[src/rtl/light_conflict_monitor.sv]
// Purpose: safety monitor between the traffic-light controller and the lamp drivers. It passes legal lamp commands
//          through, and on a fault it forces flashing red.
// Latency: 2 cycles from command input to lamp output (input register S, then output register); no comb in->out path.
// Backpressure: none. The command stream is sampled every cycle, and a fault holds flashing red until FACK or reset.
//
// Ports:
//   i_ck, i_clrn                   clock (rising edge) and asynchronous active-low reset
//   i_grn1..i_red2                 lamp commands from the controller, {G,Y,R} per direction
//   i_fack                         fault acknowledge; accepted in FAULT_FLASH only while the sampled commands are good
//   o_lg1..o_lr2                   registered lamp drives
//   o_fault, o_fcode               latched fault flag and reason (01 conflict, 10 illegal code, 11 yellow violation)
// Optional feature: define MONITOR_YLW_EN to compile in the short/skipped-yellow check (FCODE 11).
module light_conflict_monitor #(
    parameter int unsigned STARTUP      = 8,
    parameter int unsigned CONFLICT_DEB = 2,
    parameter int unsigned MIN_YLW      = 3,
    parameter int unsigned FLASH_HALF   = 4
) (
    input  logic       i_ck,
    input  logic       i_clrn,
    input  logic       i_grn1,
    input  logic       i_ylw1,
    input  logic       i_red1,
    input  logic       i_grn2,
    input  logic       i_ylw2,
    input  logic       i_red2,
    input  logic       i_fack,
    output logic       o_lg1,
    output logic       o_ly1,
    output logic       o_lr1,
    output logic       o_lg2,
    output logic       o_ly2,
    output logic       o_lr2,
    output logic       o_fault,
    output logic [1:0] o_fcode
);
    typedef enum logic [1:0] {
        ST_STARTUP     = 2'd0,
        ST_RUN         = 2'd1,
        ST_FAULT_FLASH = 2'd2
    } state_t;

    localparam logic [7:0] ST_LAST = 8'(STARTUP - 1);
    localparam logic [7:0] FH_LAST = 8'(FLASH_HALF - 1);
    localparam logic [7:0] DEB_TH  = 8'(CONFLICT_DEB);
    localparam logic [2:0] C_GRN   = 3'b100;
    localparam logic [2:0] C_YLW   = 3'b010;
    localparam logic [2:0] C_RED   = 3'b001;

    state_t     r_state, w_state_next;
    logic [5:0] r_s, r_lamp, w_lamp_next;
    logic [7:0] r_deb, w_deb_next;
    logic [7:0] r_scnt, w_scnt_next;
    logic [7:0] r_fcnt, w_fcnt_next;
    logic       r_phase, w_phase_next;
    logic       r_fault, w_fault_next;
    logic [1:0] r_fcode, w_fcode_next;
    logic [2:0] w_dir1, w_dir2;
    logic [1:0] w_n1, w_n2;
    logic       w_conflict, w_illegal, w_bad, w_deb_hit, w_ylw_viol, w_flash_next;

    // Checks operate on the registered sample S, never on the raw inputs.
    assign w_dir1     = r_s[5:3];
    assign w_dir2     = r_s[2:0];
    assign w_n1       = {1'b0, w_dir1[2]} + {1'b0, w_dir1[1]} + {1'b0, w_dir1[0]};
    assign w_n2       = {1'b0, w_dir2[2]} + {1'b0, w_dir2[1]} + {1'b0, w_dir2[0]};
    assign w_conflict = ~w_dir1[0] & ~w_dir2[0];
    assign w_illegal  = (w_n1 != 2'd1) | (w_n2 != 2'd1);
    assign w_bad      = w_conflict | w_illegal;

    // Debounce counts the bad sample being judged on this edge, so the fault lands on the DEB-th bad sample.
    assign w_deb_next = !w_bad ? 8'd0 : ((r_deb == 8'hFF) ? r_deb : r_deb + 8'd1);
    assign w_deb_hit  = (w_deb_next >= DEB_TH);

`ifdef MONITOR_YLW_EN
    localparam logic [7:0] YLW_TH = 8'(MIN_YLW);
    logic [2:0] r_prev1, r_prev2;
    logic [7:0] r_ycnt1, r_ycnt2;
    logic       w_viol1, w_viol2;

    // r_prev*/r_ycnt* describe the sample judged on the previous edge, so they pair with the current S.
    assign w_viol1    = (w_dir1 == C_RED) &&
                        ((r_prev1 == C_GRN) || ((r_prev1 == C_YLW) && (r_ycnt1 < YLW_TH)));
    assign w_viol2    = (w_dir2 == C_RED) &&
                        ((r_prev2 == C_GRN) || ((r_prev2 == C_YLW) && (r_ycnt2 < YLW_TH)));
    assign w_ylw_viol = w_viol1 | w_viol2;

    always_ff @(posedge i_ck or negedge i_clrn) begin
        if (!i_clrn) begin
            r_prev1 <= 3'b000;
            r_prev2 <= 3'b000;
            r_ycnt1 <= 8'd0;
            r_ycnt2 <= 8'd0;
        end else begin
            r_prev1 <= w_dir1;
            r_prev2 <= w_dir2;
            r_ycnt1 <= (w_dir1 != C_YLW) ? 8'd0 : ((r_ycnt1 >= YLW_TH) ? r_ycnt1 : r_ycnt1 + 8'd1);
            r_ycnt2 <= (w_dir2 != C_YLW) ? 8'd0 : ((r_ycnt2 >= YLW_TH) ? r_ycnt2 : r_ycnt2 + 8'd1);
        end
    end
`else
    assign w_ylw_viol = 1'b0;
`endif

    always_comb begin
        w_state_next = r_state;
        w_fault_next = r_fault;
        w_fcode_next = r_fcode;
        w_scnt_next  = 8'd0;
        case (r_state)
            ST_STARTUP: begin
                if (r_scnt >= ST_LAST) w_state_next = ST_RUN;
                else                   w_scnt_next  = r_scnt + 8'd1;
            end
            ST_RUN: begin
                if (w_deb_hit) begin
                    w_state_next = ST_FAULT_FLASH;
                    w_fault_next = 1'b1;
                    w_fcode_next = w_conflict ? 2'b01 : 2'b10;
                end else if (w_ylw_viol) begin
                    w_state_next = ST_FAULT_FLASH;
                    w_fault_next = 1'b1;
                    w_fcode_next = 2'b11;
                end
            end
            ST_FAULT_FLASH: begin
                if (i_fack && !w_bad) begin
                    w_state_next = ST_STARTUP;
                    w_fault_next = 1'b0;
                    w_fcode_next = 2'b00;
                end
            end
            default: w_state_next = ST_STARTUP;
        endcase

        // Flash phase restarts at 1 whenever a flash state is entered, including FAULT_FLASH -> STARTUP.
        w_flash_next = (w_state_next != ST_RUN);
        w_phase_next = 1'b1;
        w_fcnt_next  = 8'd0;
        if (w_flash_next && (w_state_next == r_state)) begin
            if (r_fcnt >= FH_LAST) begin
                w_phase_next = ~r_phase;
            end else begin
                w_phase_next = r_phase;
                w_fcnt_next  = r_fcnt + 8'd1;
            end
        end
        w_lamp_next = w_flash_next ? {2'b00, w_phase_next, 2'b00, w_phase_next} : r_s;
    end

    always_ff @(posedge i_ck or negedge i_clrn) begin
        if (!i_clrn) begin
            r_s     <= 6'b000000;
            r_state <= ST_STARTUP;
            r_deb   <= 8'd0;
            r_scnt  <= 8'd0;
            r_fcnt  <= 8'd0;
            r_phase <= 1'b1;
            r_fault <= 1'b0;
            r_fcode <= 2'b00;
            r_lamp  <= 6'b001001;
        end else begin
            r_s     <= {i_grn1, i_ylw1, i_red1, i_grn2, i_ylw2, i_red2};
            r_state <= w_state_next;
            r_deb   <= w_deb_next;
            r_scnt  <= w_scnt_next;
            r_fcnt  <= w_fcnt_next;
            r_phase <= w_phase_next;
            r_fault <= w_fault_next;
            r_fcode <= w_fcode_next;
            r_lamp  <= w_lamp_next;
        end
    end

    assign {o_lg1, o_ly1, o_lr1, o_lg2, o_ly2, o_lr2} = r_lamp;
    assign o_fault = r_fault;
    assign o_fcode = r_fcode;
endmodule
[config.mk]
export PLATFORM = sky130hd
export DESIGN_NAME = light_conflict_monitor
export DESIGN_NICKNAME = d
export VERILOG_FILES = /design/src/rtl/light_conflict_monitor.sv
export SDC_FILE = /design/constraint.sdc
export NUM_CORES = 1
export LEC_CHECK = 0
export CAP_MARGIN = 40
export CORE_AREA = 2 2 59 61
export CTS_CLUSTER_SIZE = 12
export DETAILED_ROUTE_END_ITERATION = 16
export DIE_AREA = 0 0 61 63
export PLACE_DENSITY = 0.77
export SLEW_MARGIN = 40
export SYNTH_ARGS = -nofsm -noshare
export SYNTH_HDL_FRONTEND = slang
export SYNTH_SLANG_ARGS = --single-unit
[constraint.sdc]
create_clock -name i_ck -period 3 [get_ports i_ck]
set_input_delay 0.9 -clock i_ck [delete_from_list [all_inputs] [get_ports i_ck]]
set_output_delay 0.9 -clock i_ck [all_outputs]
set_load 0.1 [all_outputs]
After elaboration in Yosys (flattened, before gate mapping)
Cells that the tools add are included.

cells by class
  $add $sub $neg = 7
  order comparisons = 3
  equality and inequality tests = 9
  mux-type cells = 20
  bitwise operators = 6
  reductions and logical operators = 6

operators with widths
  cell                                                                                 count
  8-bit two-way mux                                                                    6
  8-bit by 1-bit adder with 8-bit output, second input constant                        3
  8-bit by 2-bit greater-or-equal comparator with 1-bit output, second input constant  2
  2-bit two-way mux                                                                    6
  8-bit == test, second input constant                                                 1
  8-bit by 3-bit greater-or-equal comparator with 1-bit output, second input constant  1
  6-bit two-way mux                                                                    1
  2-bit by 1-bit != test with 1-bit output, second input constant                      3
  2-bit one-hot mux with 3 select lines                                                1
  1-bit by 1-bit adder with 2-bit output                                               2
  2-bit by 1-bit adder with 2-bit output                                               2
  1-bit two-way mux                                                                    4
  2-bit != test, second input constant                                                 2
  2-bit one-hot mux with 2 select lines                                                1
  1-bit inverter                                                                       3
  3-bit AND reduction                                                                  1
  2-bit by 1-bit == test with 1-bit output, second input constant                      1
  2-bit == test                                                                        1
  2-bit == test, second input constant                                                 1
  1-bit logical AND                                                                    2
  2-bit zero test                                                                      1
  1-bit OR                                                                             2
  1-bit one-hot mux with 2 select lines                                                1
  2-bit nonzero test                                                                   1
  other kinds (2)                                                                      2

word-level totals
  flip-flop bits (word level) = 42
  input bits = 9

Logic depth before layout (Yosys ltp)
Gate-level depths: netlist of run 1.

  depth after elaboration = 13
  depth in mapped cells = 9
  gate-level depth less buffers = 8

Least setup slack after synthesis of run 1
OpenSTA, ideal clock, no wires.

  path kind = reg2reg
  start = register r_s[3]
  end = register r_state[1]
  data arrival time = 2.203 ns
  setup slack = 0.672 ns
  stages on the path, launching flop included = 9
  path buffers = 1
  period minus slack after synthesis = 2.328 ns
  path through = dfrtp_1 inv_1 fa_1 nor4_2 buf_2 nor3_1 nor4_4 nor2b_2 or2_1

between the ends
  longest elaborated chain between the ends = 8

ends and longest elaborated chain
  what                                                                                               line      text
  start: declaration                                                                                 51        logic [5:0] r_s, r_lamp, w_lamp_next;
  start signal: assignment                                                                           163       r_s <= {i_grn1, i_ylw1, i_red1, i_grn2, i_ylw2, i_red2};
  2-bit by 1-bit adder with 2-bit output                                                             65        assign w_n1 = {1'b0, w_dir1[2]} + {1'b0, w_dir1[1]} + {1'b0, w_dir1[0]};
  2-bit by 1-bit != test with 1-bit output                                                           68        assign w_illegal = (w_n1 != 2'd1) | (w_n2 != 2'd1);
  1-bit OR                                                                                           68
  1-bit OR (*)                                                                                       69        assign w_bad = w_conflict | w_illegal;
  8-bit two-way mux or 1-bit zero test (tied branches)                                               72, 127
  8-bit by 2-bit greater-or-equal comparator with 1-bit output or 1-bit logical AND (tied branches)  73, 127
  2-bit two-way mux (on tied branches)                                                               116, 127
  2-bit one-hot mux with 3 select lines (*)                                                          110       case (r_state)
  via w_state_next[1]                                                                                50        state_t r_state, w_state_next;
  end signal: assignment                                                                             164       r_state <= w_state_next;
  end: declaration                                                                                   50

The timed path passes the listed nets; every way through them passes the cells marked *.
A chain may end at the register's enable or synchronous reset.

Worst setup path after layout of run 1
Ends and elaborated chain as after synthesis.

==> results of run 1 <==
-- cell usage after synthesis (all sizes together) --
cell type	count
a211oi	3
a21o	1
a21oi	5
a22oi	1
a31o	1
a31oi	2
and2	1
and3	1
and4	1
buf	2
conb	1
dfrtp	39
dfstp	3
fa	2
ha	3
inv	10
mux2i	2
nand2	7
nand2b	3
nand3	5
nand4	1
nand4b	2
nor2	18
nor2b	2
nor3	8
nor3b	1
nor4	5
o21a	3
o21ai	2
o21bai	1
o32ai	1
o41ai	1
or2	1
or3	1
xnor2	2
-- critical path: stages, from the launching register on --
cell	delay, ns
dfrtp_1	0.40
inv_1	0.07
fa_1	0.51
o41ai_1	0.48
o32ai_1	0.18
nor4_4	0.37
nor2b_2	0.12
or2_1	0.23
-- sequential cells by signal (all words and copies together), names as in the netlist --
name     cells
r_deb        8
o_fcode      2
r_fcnt       8
r_scnt       8
r_s          6
r_lamp       6
o_fault      1
r_state      2
r_phase      1
-- worst paths after layout --
path | startpoint | end | slack, ns | cells after the start
hold reg to reg | r_fcnt[0] | r_fcnt[0] | 0.46 | 1
max in group asynchronous | i_clrn | r_lamp[3] | 2.12 | 1
hold / removal | r_fcnt[0] | r_fcnt[0] | 0.46 | 1
setup reg to reg | r_s[3] | r_state[1] | 0.54 | 7
min in group asynchronous | i_clrn | r_deb[4] | 0.51 | 1
setup / recovery | r_s[3] | r_state[1] | 0.54 | 7
-- where the power goes --
part           switching, uW  internal [uW]  leakage [uW]  total, uW
clock                    177           91.2     0.0000312        269
combinational            593            244      0.000352        837
sequential               102            698      0.000510        801
total                    873           1030      0.000894       1910
-- routing by layer --
metal  up-vias  wire length, um  part of all wire
met5         -                0                 0
met4         0               44             0.016
met3         5              102             0.036
met2        22             1440              0.51
met1       530             1230              0.44
li1        543                -                 -
-- stage by stage --
stage | utilization | hold WS [ns] | instances
6_report | 0.616 | 0.460 | 221
5_1_grt | 0.616 | 0.481 | 221
4_1_cts | 0.616 | 0.467 | 221
3_5_place_dp | 0.598 | 0.450 | 213
3_3_place_gp | 0.597 | 0.431 | 213
2_1_floorplan | - | 0.419 | 151
-- cell families after synthesis --
family                   after synthesis  synth area share
AND/OR/NAND/NOR                       57             0.186
flip-flops                            42             0.620
AO/OA/AOI/OAI                         21            0.0949
buffers and inverters                 12            0.0294
adder cells (fa/ha/maj)                5            0.0456
XOR/XNOR                               2            0.0103
multiplexers                           2            0.0118
other                                  1           0.00220
-- final cells by class --
cell class,count,share of cell area
Tap cell,46,0.0289
Clock buffer,5,0.0188
Inverter,10,0.0188
Clock inverter,3,0.0107
Timing Repair Buffer,18,0.0766
Multi-Input combinational cell,97,0.317
Sequential cell,42,0.530
-- placed cells by master, fill, tap and decap left out, drive strengths merged, types with 2 or more instances in the layout --
cell and n:
nand4b 2, clkbuf 5, ha 3, nor4 5, dfrtp 39, mux2i 2
a31oi 2, buf 11, nand2 7, conb 10, nor3 8, dfstp 3
nor2 18, clkinv 2, nand2b 3, o21ai 2, nand3 5, clkdlybuf4s50 7
nor2b 2, xnor2 2, a21oi 5, a211oi 3, o21a 3, inv 10
fa 2
==> impl_metrics.csv, run 1 <==
group,metric,value,unit
timing,setup_slack,0.543,ns
die,coreArea,3230,um^2
die,fp.dieW,61,um
yosys,syn_inst,142,
setup_path,worstSetupPathType,"flip-flop to flip-flop",
global_route,grt_use_met3,0.0497,
clocking,cts_setup_buffers,0,
die,dieArea,3840,um^2
clocking,clk_path_buf_depth,2,
detailed_routing,wl_per_cell,12.7,um
pwr,ir_worst_vdd,0.800,mV
global_route,grtUsageMet1,0.233,
clocking,cts_made_buffers,5,
die,initial_utilization,0.527,
yosys,synth_area_leader_cell,"dfrtp_1",
yosys,syn_avg_cell_area,12.0,um^2
setup_path,critical_path_required,3.24,ns
clocking,cts.clk_slew.worst_paths,0.12,ns
detailed_routing,wl,2820,um
global_route,grt.overflow.total,0,
yosys,synth_seq_area_share,0.620,
setup_path,crit_fanout,4,
setup_path,cp-end-kind,"flip-flop",
clocking,cts_resized,0,
pwr,power.leakage,0.000894,uW
detailed_routing,via_per_inst,4.98,
yosys,synth_warnings,0,
timing,setup_viol,0,
clocking,ctsHoldBuffers,0,
global_route,antenna_found_initial,0,
job,drv_cap,0,
timing,skew,0.00684,ns
pwr,p_total,1910,uW
global_route,grt_util_met2,0.284,
yosys,yosysUniqueCellTypes,40,
global_route,grt_most_used_layer,"met2",
timing,fin_crit_sh,0.819,
layout,nFillCells,273,
yosys,synth_top_area_share,0.574,
placed_design,io_buffers,17,
placed_design,detailedPlacementHpwl,2120,um
die,rows,21,
die,ios,18,
timing,slew_headroom,0.662,
placed_design,placed_area,1930,um^2
layout,nets,188,
timing,grt_setup_unrepaired,"false",
layout,fin_area,1990,um^2
clocking,clock_sinks,42,
yosys,synthTopCellsByArea,"dfrtp_1 57%, dfstp_2 4.6%, nor2_1 4.0%, fa_1 2.4%, nor3_1 2.4%",
min_path,hp-class,"flip-flop to flip-flop",
setup_path,arrival,2.69,ns
clocking,insertion_delay,0.34,ns
setup_path,cp-start-kind,"flip-flop",
placed_design,gp_congestion,0.868,
yosys,ys_ff_latch,42,
clocking,cts_htree_levels,2,
timing,slew_violations,0,
detailed_routing,vias,1100,
detailed_routing,drt_first_pass_iters,4,
layout,syn_to_final_growth,17.1,%
global_route,grt_max_degree,43,
detailed_routing,drt_iter0_drc,31,
yosys,syn_area,1700,um^2
pwr,p_per_area,957,nW/um^2
layout,seq_area,1050,um^2
global_route,grt_pass1_wl,5060,um
timing,fmax,407,MHz
timing,tns,0,ns
clocking,cts_tree,"built",
timing,period_needed,2.46,ns
layout,multi_input_area,631,um^2
timing,hold_viol_final,0,
layout,drive_gt1_frac,0.166,
global_route,grt_pass1_vias,1154,
timing,tightest_slew,0.507,ns
detailed_routing,drc,0,
layout,n_antenna_cell,0,
detailed_routing,drtAntennaViolNets,0,
global_route,grtUsageTotal,0.180,
die,die_h,63,um
clocking,cts_root_buf,"clkbuf_4",
placed_design,dpl_worst_slack,0.543,ns
status,status,"finished clean",
(Power assumes the default switching activity.)
==> run 2, diff against run 1 <==
--- a/config.mk
+++ b/config.mk
@@ -6,11 +6,11 @@
 export NUM_CORES = 1
 export LEC_CHECK = 0
 export CAP_MARGIN = 40
-export CORE_AREA = 2 2 59 61
+export CORE_AREA = 2 2 62 64
 export CTS_CLUSTER_SIZE = 12
 export DETAILED_ROUTE_END_ITERATION = 16
-export DIE_AREA = 0 0 61 63
-export PLACE_DENSITY = 0.77
+export DIE_AREA = 0 0 64 66
+export PLACE_DENSITY = 0.73
 export SLEW_MARGIN = 40
 export SYNTH_ARGS = -nofsm -noshare
 export SYNTH_HDL_FRONTEND = slang
==> constraint.sdc (replaced) <==
create_clock -name i_ck -period 2 [get_ports i_ck]
set_input_delay 0.6 -clock i_ck [delete_from_list [all_inputs] [get_ports i_ck]]
set_output_delay 0.6 -clock i_ck [all_outputs]
set_load 0.1 [all_outputs]
==> run 2 against run 1 <==
Clock power up 73%. Combinational power up 100%. Non-clock buffer count up 16. The run now ends with setup timing left. Clock-buffer cell count up 1. Final cell count up 8.1%. Final area up 18%. Register-to-register slack worse by 0.88 ns. Critical path depth up 1. Critical path type unchanged. Hold slack worse by 0.27 ns. Routed wire length up 23%.
==> impl_metrics.csv, run 2 (same netlist as run 1, synthesis figures left out) <==
group,metric,value,unit
status,status,"finished, violations left",
status,violations,"setup timing",
detailed_routing,drt_first_pass_iters,4,
setup_path,crit_fanout,7,
timing,setup_viol,12,
die,dieArea,4220,um^2
pwr,p_sw_frac,0.436,
placed_design,detailedPlacementHpwl,2290,um
min_path,hp-class,"input pin to async pin",
setup_path,crit_path_frequent_cell,"nor4_4",
die,rows,22,
clocking,ctsHoldBuffers,0,
clocking,cts_root_buf,"clkbuf_4",
layout,n_antenna_cell,0,
setup_path,slowest_delay,0.48,ns
global_route,antenna_found_initial,0,
clocking,cts_made_buffers,5,
global_route,grt.overflow.total,0,
pwr,internal_power,1910,uW
setup_path,slowest_stage,"fa_2",
pwr,p_total,3390,uW
die,initial_utilization,0.479,
layout,reg_top3,"r_deb x8, r_fcnt x8, r_scnt x8",
setup_path,cp-start-kind,"flip-flop",
global_route,grtUsageTotal,0.189,
timing,hold_viol_final,0,
layout,final_cell_mix,"39 x dfrtp_1, 16 x nor2_1, 12 x buf_4",
setup_path,crit_family,"simple AND/OR/NAND/NOR gates",
detailed_routing,drc,0,
global_route,grt_max_degree,43,
placed_design,gp_congestion,0.782,
setup_path,critical_path_required,2.30,ns
placed_design,io_buffers,17,
job,drv_cap,0,
die,coreArea,3550,um^2
detailed_routing,via_per_inst,5.04,
layout,drive_gt1_frac,0.325,
timing,fin_crit_sh,1.17,
timing,skew,0.00641,ns
pwr,power.leakage,0.00105,uW
global_route,grt_pass1_vias,1256,
clocking,clk_path_buf_depth,2,
layout,utilization,0.665,
clocking,cts_tree,"built",
detailed_routing,vias,1204,
clocking,clock_sinks,42,
setup_path,worstSetupPathType,"flip-flop to flip-flop",
setup_path,cp-end-kind,"flip-flop",
timing,fmax,429,MHz
timing,whs,0.189,ns
detailed_routing,wl_per_cell,14.5,um
setup_path,crit_buf_inv,2,
layout,nets,204,
detailed_routing,wl,3470,um
pwr,power_switching,1480,uW
timing,period_needed,2.33,ns
pwr,clock_power_share,0.137,
pwr,comb_power_share,0.500,
timing,slew_violations,0,
die,fp.dieW,64,um
timing,grt_setup_unrepaired,"true",
layout,syn_to_final_growth,38.7,%
detailed_routing,drtAntennaViolNets,0,
pwr,seqPwrFrac,0.363,
pwr,p_per_area,1440,nW/um^2
die,die_h,66,um
pwr,ir_worst_vdd,0.972,mV
clocking,cts.clk_slew.worst_paths,0.13,ns
setup_path,crit_chain,"inv_2 -> fa_2 -> nor4_4 -> buf_4 -> o32ai_2 -> nor4_4 -> a22oi_4 -> o21a_1",
layout,final_common_cell,"dfrtp_1",
setup_path,arrival,2.63,ns
detailed_routing,drt_iter0_drc,47,
die,ios,18,
timing,setup_slack,-0.334,ns
clocking,cts_htree_levels,2,
global_route,grt_pass1_wl,5810,um
clocking,insertion_delay,0.36,ns
==> run 2: changes by cell type in the layout (fill, tap and decap cells not counted), moves of 2 or more <==
| cell | before | now |
|---|---|---|
| nor3_1 | 8 | 5 |
| nor3_2 | 0 | 3 |
| buf_12 | 0 | 10 |
| nor2_1 | 18 | 16 |
| buf_6 | 0 | 4 |
| inv_2 | 0 | 5 |
| inv_1 | 10 | 5 |
==> run 2: cell type report <==
cell class | instances | area (um^2)
clock buffers | 6 | 51.3
clock inverters | 2 | 16.3
fillers | 256 | 1190
inverters | 10 | 37.5
multi-input cells | 97 | 729
flip-flops and latches | 42 | 1050
well taps | 48 | 60.1
repair buffers | 34 | 410
==> run 2: through the flow <==
step / TNS [ns] / instance area, um^2 / setup slack, ns / instances
floorplan: -1.38 / 1780 / -0.211 / 151
global placement: -2.70 / 2180 / -0.278 / 226
detailed placement: -3.19 / 2180 / -0.314 / 226
CTS: -3.14 / 2340 / -0.312 / 239
global route: -4.10 / 2360 / -0.414 / 239
finish: -3.01 / 2360 / -0.334 / 239
==> run 2: per-layer routing <==
layer,vias up,share of wire,GRT usage
met3,9,0.036,0.0579
met5,-,0,0
li1,578,-,-
met4,0,0.025,0.0951
met1,590,0.40,0.219
met2,27,0.54,0.319
==> run 2: worst paths after layout <==
path / start / end / slack, ns / depth (start not counted)
worst max-delay path: r_s[3] / r_lamp[0] / -0.33 / 8
worst min-delay path: i_clrn / r_scnt[0] / 0.19 / 2
worst max register to register: r_s[3] / r_lamp[0] / -0.33 / 8
worst min register to register: r_fcnt[0] / r_fcnt[0] / 0.46 / 1
max in group asynchronous: i_clrn / r_lamp[3] / 1.55 / 2
min in group i_ck: r_fcnt[0] / r_fcnt[0] / 0.46 / 1
==> run 2: timing repair <==
item / 4_1_cts / 5_1_grt
pin swaps: 5 / 6
setup endpoints to repair: 14 / 17
gates resized for setup: 14 / 7
setup buffers: 5 / 2
==> run 2: power by group through the flow <==
stage | logic (uW) | clock network (uW) | registers, uW
3_5_place_dp | 1590 | 0 | 1230
5_1_grt | 1790 | 517 | 1250
3_3_place_gp | 1560 | 0 | 1220
4_1_cts | 1650 | 473 | 1220
2_1_floorplan | 588 | 0 | 1680
6_report | 1690 | 465 | 1230
==> run 3, diff against run 2 <==
--- a/config.mk
+++ b/config.mk
@@ -5,11 +5,12 @@
 export SDC_FILE = /design/constraint.sdc
 export NUM_CORES = 1
 export LEC_CHECK = 0
+export ABC_AREA = 1
 export CAP_MARGIN = 40
-export CORE_AREA = 2 2 62 64
-export CTS_CLUSTER_SIZE = 12
+export CORE_AREA = 2 2 63 65
+export CTS_CLUSTER_SIZE = 8
 export DETAILED_ROUTE_END_ITERATION = 16
-export DIE_AREA = 0 0 64 66
+export DIE_AREA = 0 0 65 67
 export PLACE_DENSITY = 0.73
 export SLEW_MARGIN = 40
 export SYNTH_ARGS = -nofsm -noshare
==> run 3 against run 2 <==
The flow now finishes without violations. Power increased by 2.5%. Highest routed layer unchanged. Clock power increased by 9.5%. Fmax increased by 19%.
==> impl_metrics.csv, run 3 <==
group,metric,value,unit
setup_path,r2r_slack,0.04,ns
layout,final_common_cell,"dfrtp_1",
job,drv_cap,0,
layout,stdcell_count,276,
setup_path,arrival,2.19,ns
layout,nFillCells,288,
timing,setup_slack,0.0356,ns
placed_design,dp.cells,264,
yosys,synth_most_common_cell,"nand2_1",
yosys,synth_ff_type,"dfrtp_1",
yosys,yosysUniqueCellTypes,28,
timing,slew_violations,0,
die,initial_utilization,0.490,
setup_path,reg2reg_to,"r_lamp[4]",
detailed_routing,drtAntennaViolNets,0,
clocking,cts_htree_levels,2,
detailed_routing,wl_per_cell,10.0,um
pwr,power.leakage,0.00118,uW
global_route,antenna_found_initial,0,
die,coreArea,3610,um^2
pwr,p_per_area,1480,nW/um^2
status,status,"finished clean",
placed_design,dpl_worst_slack,-0.133,ns
yosys,syn_inst,183,
die,fp.dieW,65,um
placed_design,gp_congestion,0.788,
die,die_h,67,um
die,dieArea,4360,um^2
global_route,grt_pass1_wl,5180,um
setup_path,crit_fanout,8,
global_route,grt.overflow.total,0,
clocking,ctsHoldBuffers,0,
min_path,hp-class,"input pin to async pin",
timing,fin_crit_sh,0.982,
layout,final_cell_mix,"39 x dfrtp_1, 34 x nand2_1, 28 x inv_1",
layout,drive_gt1_frac,0.281,
setup_path,critical_path_required,2.23,ns
timing,period_needed,1.96,ns
placed_design,io_buffers,17,
setup_path,timing.rr.start,"r_s[2]",
yosys,synth_area_leader_cell,"dfrtp_1",
detailed_routing,drc,0,
clocking,cts.clk_slew.worst_paths,0.08,ns
global_route,grt_max_degree,20,
yosys,synth_top_area_share,0.553,
detailed_routing,drt_iter0_drc,22,
yosys,syn_area,1770,um^2
yosys,synth_warnings,0,
timing,grt_setup_unrepaired,"true",
global_route,grt_pass1_vias,1228,
timing,skew,0.0101,ns
timing,fmax,509,MHz
yosys,synth_seq_area_share,0.597,
clocking,clk_path_buf_depth,2,
detailed_routing,vias,1222,
yosys,yosys-top-cells-count,"43 x nand2_1, 39 x dfrtp_1, 32 x inv_1",
yosys,synth_edf_count,0,
setup_path,cp-end-kind,"flip-flop",
pwr,ir_worst_vdd,0.800,mV
yosys,synthTopCellsByArea,"dfrtp_1 55%, nand2_1 9.1%, inv_1 6.8%, dfstp_2 4.5%, nand3_1 3.4%",
yosys,syn_avg_cell_area,9.65,um^2
detailed_routing,via_per_inst,4.43,
timing,hold_viol_final,0,
setup_path,worstSetupPathType,"flip-flop to flip-flop",
setup_path,cp-start-kind,"flip-flop",
pwr,p_total,3470,uW
setup_path,ff2ff_path_depth,11,
yosys,synthArstFlopShare,1.00,
die,ios,18,
clocking,cts_root_buf,"clkbuf_8",
placed_design,detailedPlacementHpwl,2100,um
detailed_routing,wl,2770,um
detailed_routing,drt_first_pass_iters,4,
layout,syn_to_final_growth,32.6,%
layout,nets,241,
timing,whs,0.234,ns
timing,setup_viol,0,
global_route,grtUsageTotal,0.159,
clocking,cts_made_buffers,5,
clocking,insertion_delay,0.29,ns
layout,n_antenna_cell,0,
clocking,clock_sinks,42,
layout,reg_top3,"r_deb x8, r_fcnt x8, r_scnt x8",
yosys,ys_ff_latch,42,
clocking,cts_tree,"built",
die,rows,22,
==> run 3: layout make-up <==
| class | instances | area, um^2 | area share |
|---|---|---|---|
| Sequential cell | 42 | 1050 | 0.451 |
| Clock buffer | 7 | 76.3 | 0.0326 |
| Clock inverter | 1 | 7.51 | 0.00321 |
| Inverter | 34 | 130 | 0.0556 |
| Multi-Input combinational cell | 116 | 674 | 0.288 |
| Timing Repair Buffer | 28 | 338 | 0.144 |
| Tap cell | 48 | 60.1 | 0.0257 |
==> run 3: cell families after synthesis <==
family / Yosys count / synth area share
AO/OA/AOI/OAI: 6 / 0.0184
buffers and inverters: 34 / 0.0737
AND/OR/NAND/NOR: 93 / 0.254
flip-flops: 42 / 0.597
adder cells (fa/ha/maj): 5 / 0.0439
other: 1 / 0.00212
XOR/XNOR: 2 / 0.00992
==> run 3: per-layer routing <==
| layer | vias up | routed length [um] | GRT usage |
|---|---|---|---|
| met1 | 577 | 1200 | 0.191 |
| met5 | - | 0 | 0 |
| met4 | 0 | 43 | 0.0638 |
| li1 | 627 | - | - |
| met3 | 3 | 85 | 0.0473 |
| met2 | 15 | 1440 | 0.268 |
==> run 3: stage by stage <==
step                      TNS (ns)  instance area (um^2)  utilization
final                            0                  2340        0.649
after global routing        -0.829                  2340        0.649
after CTS                 -0.00651                  2330        0.645
after detailed placement    -0.838                  2170        0.601
after global placement      -0.155                  2170        0.601
after floorplan                  0                  1800            -
==> run 3: worst max path at each step <==
stage                start    endpoint  slack (ns)  depth (start not counted)
CTS                 r_s[2]   r_lamp[4]      -0.004                         11
floorplan           r_s[4]  o_fcode[0]        0.11                         12
finish              r_s[2]   r_lamp[4]        0.04                         11
detailed placement  r_s[0]  o_fcode[0]       -0.13                         12
global placement    r_s[0]  o_fcode[0]       -0.06                         12
global route        r_s[0]  o_fcode[0]       -0.11                         12
==> run 3: report_power, final <==
part	internal, uW	leakage [uW]	switching [uW]	total, uW
clock	247	0.0000385	263	509
combinational	636	0.000628	1110	1740
sequential	1060	0.000512	166	1220
==> run 3: worst max-delay path, cell delays in order, from the launching register on <==
cell     delay (ns)
dfrtp_1        0.35
inv_2          0.05
fa_1           0.53
nor2_4         0.15
nand3_4        0.17
nand2_2        0.13
nand2_2        0.06
nor2_2         0.12
nand3_2        0.12
nand2_4        0.11
inv_4          0.05
nor2_4         0.07
==> run 3: timing repair <==
| action | CTS | global route |
|---|---|---|
| pin swaps | 14 | 7 |
| setup endpoints to repair | 10 | 13 |
| buffers inserted | 4 | 0 |
| gates resized for setup | 16 | 4 |
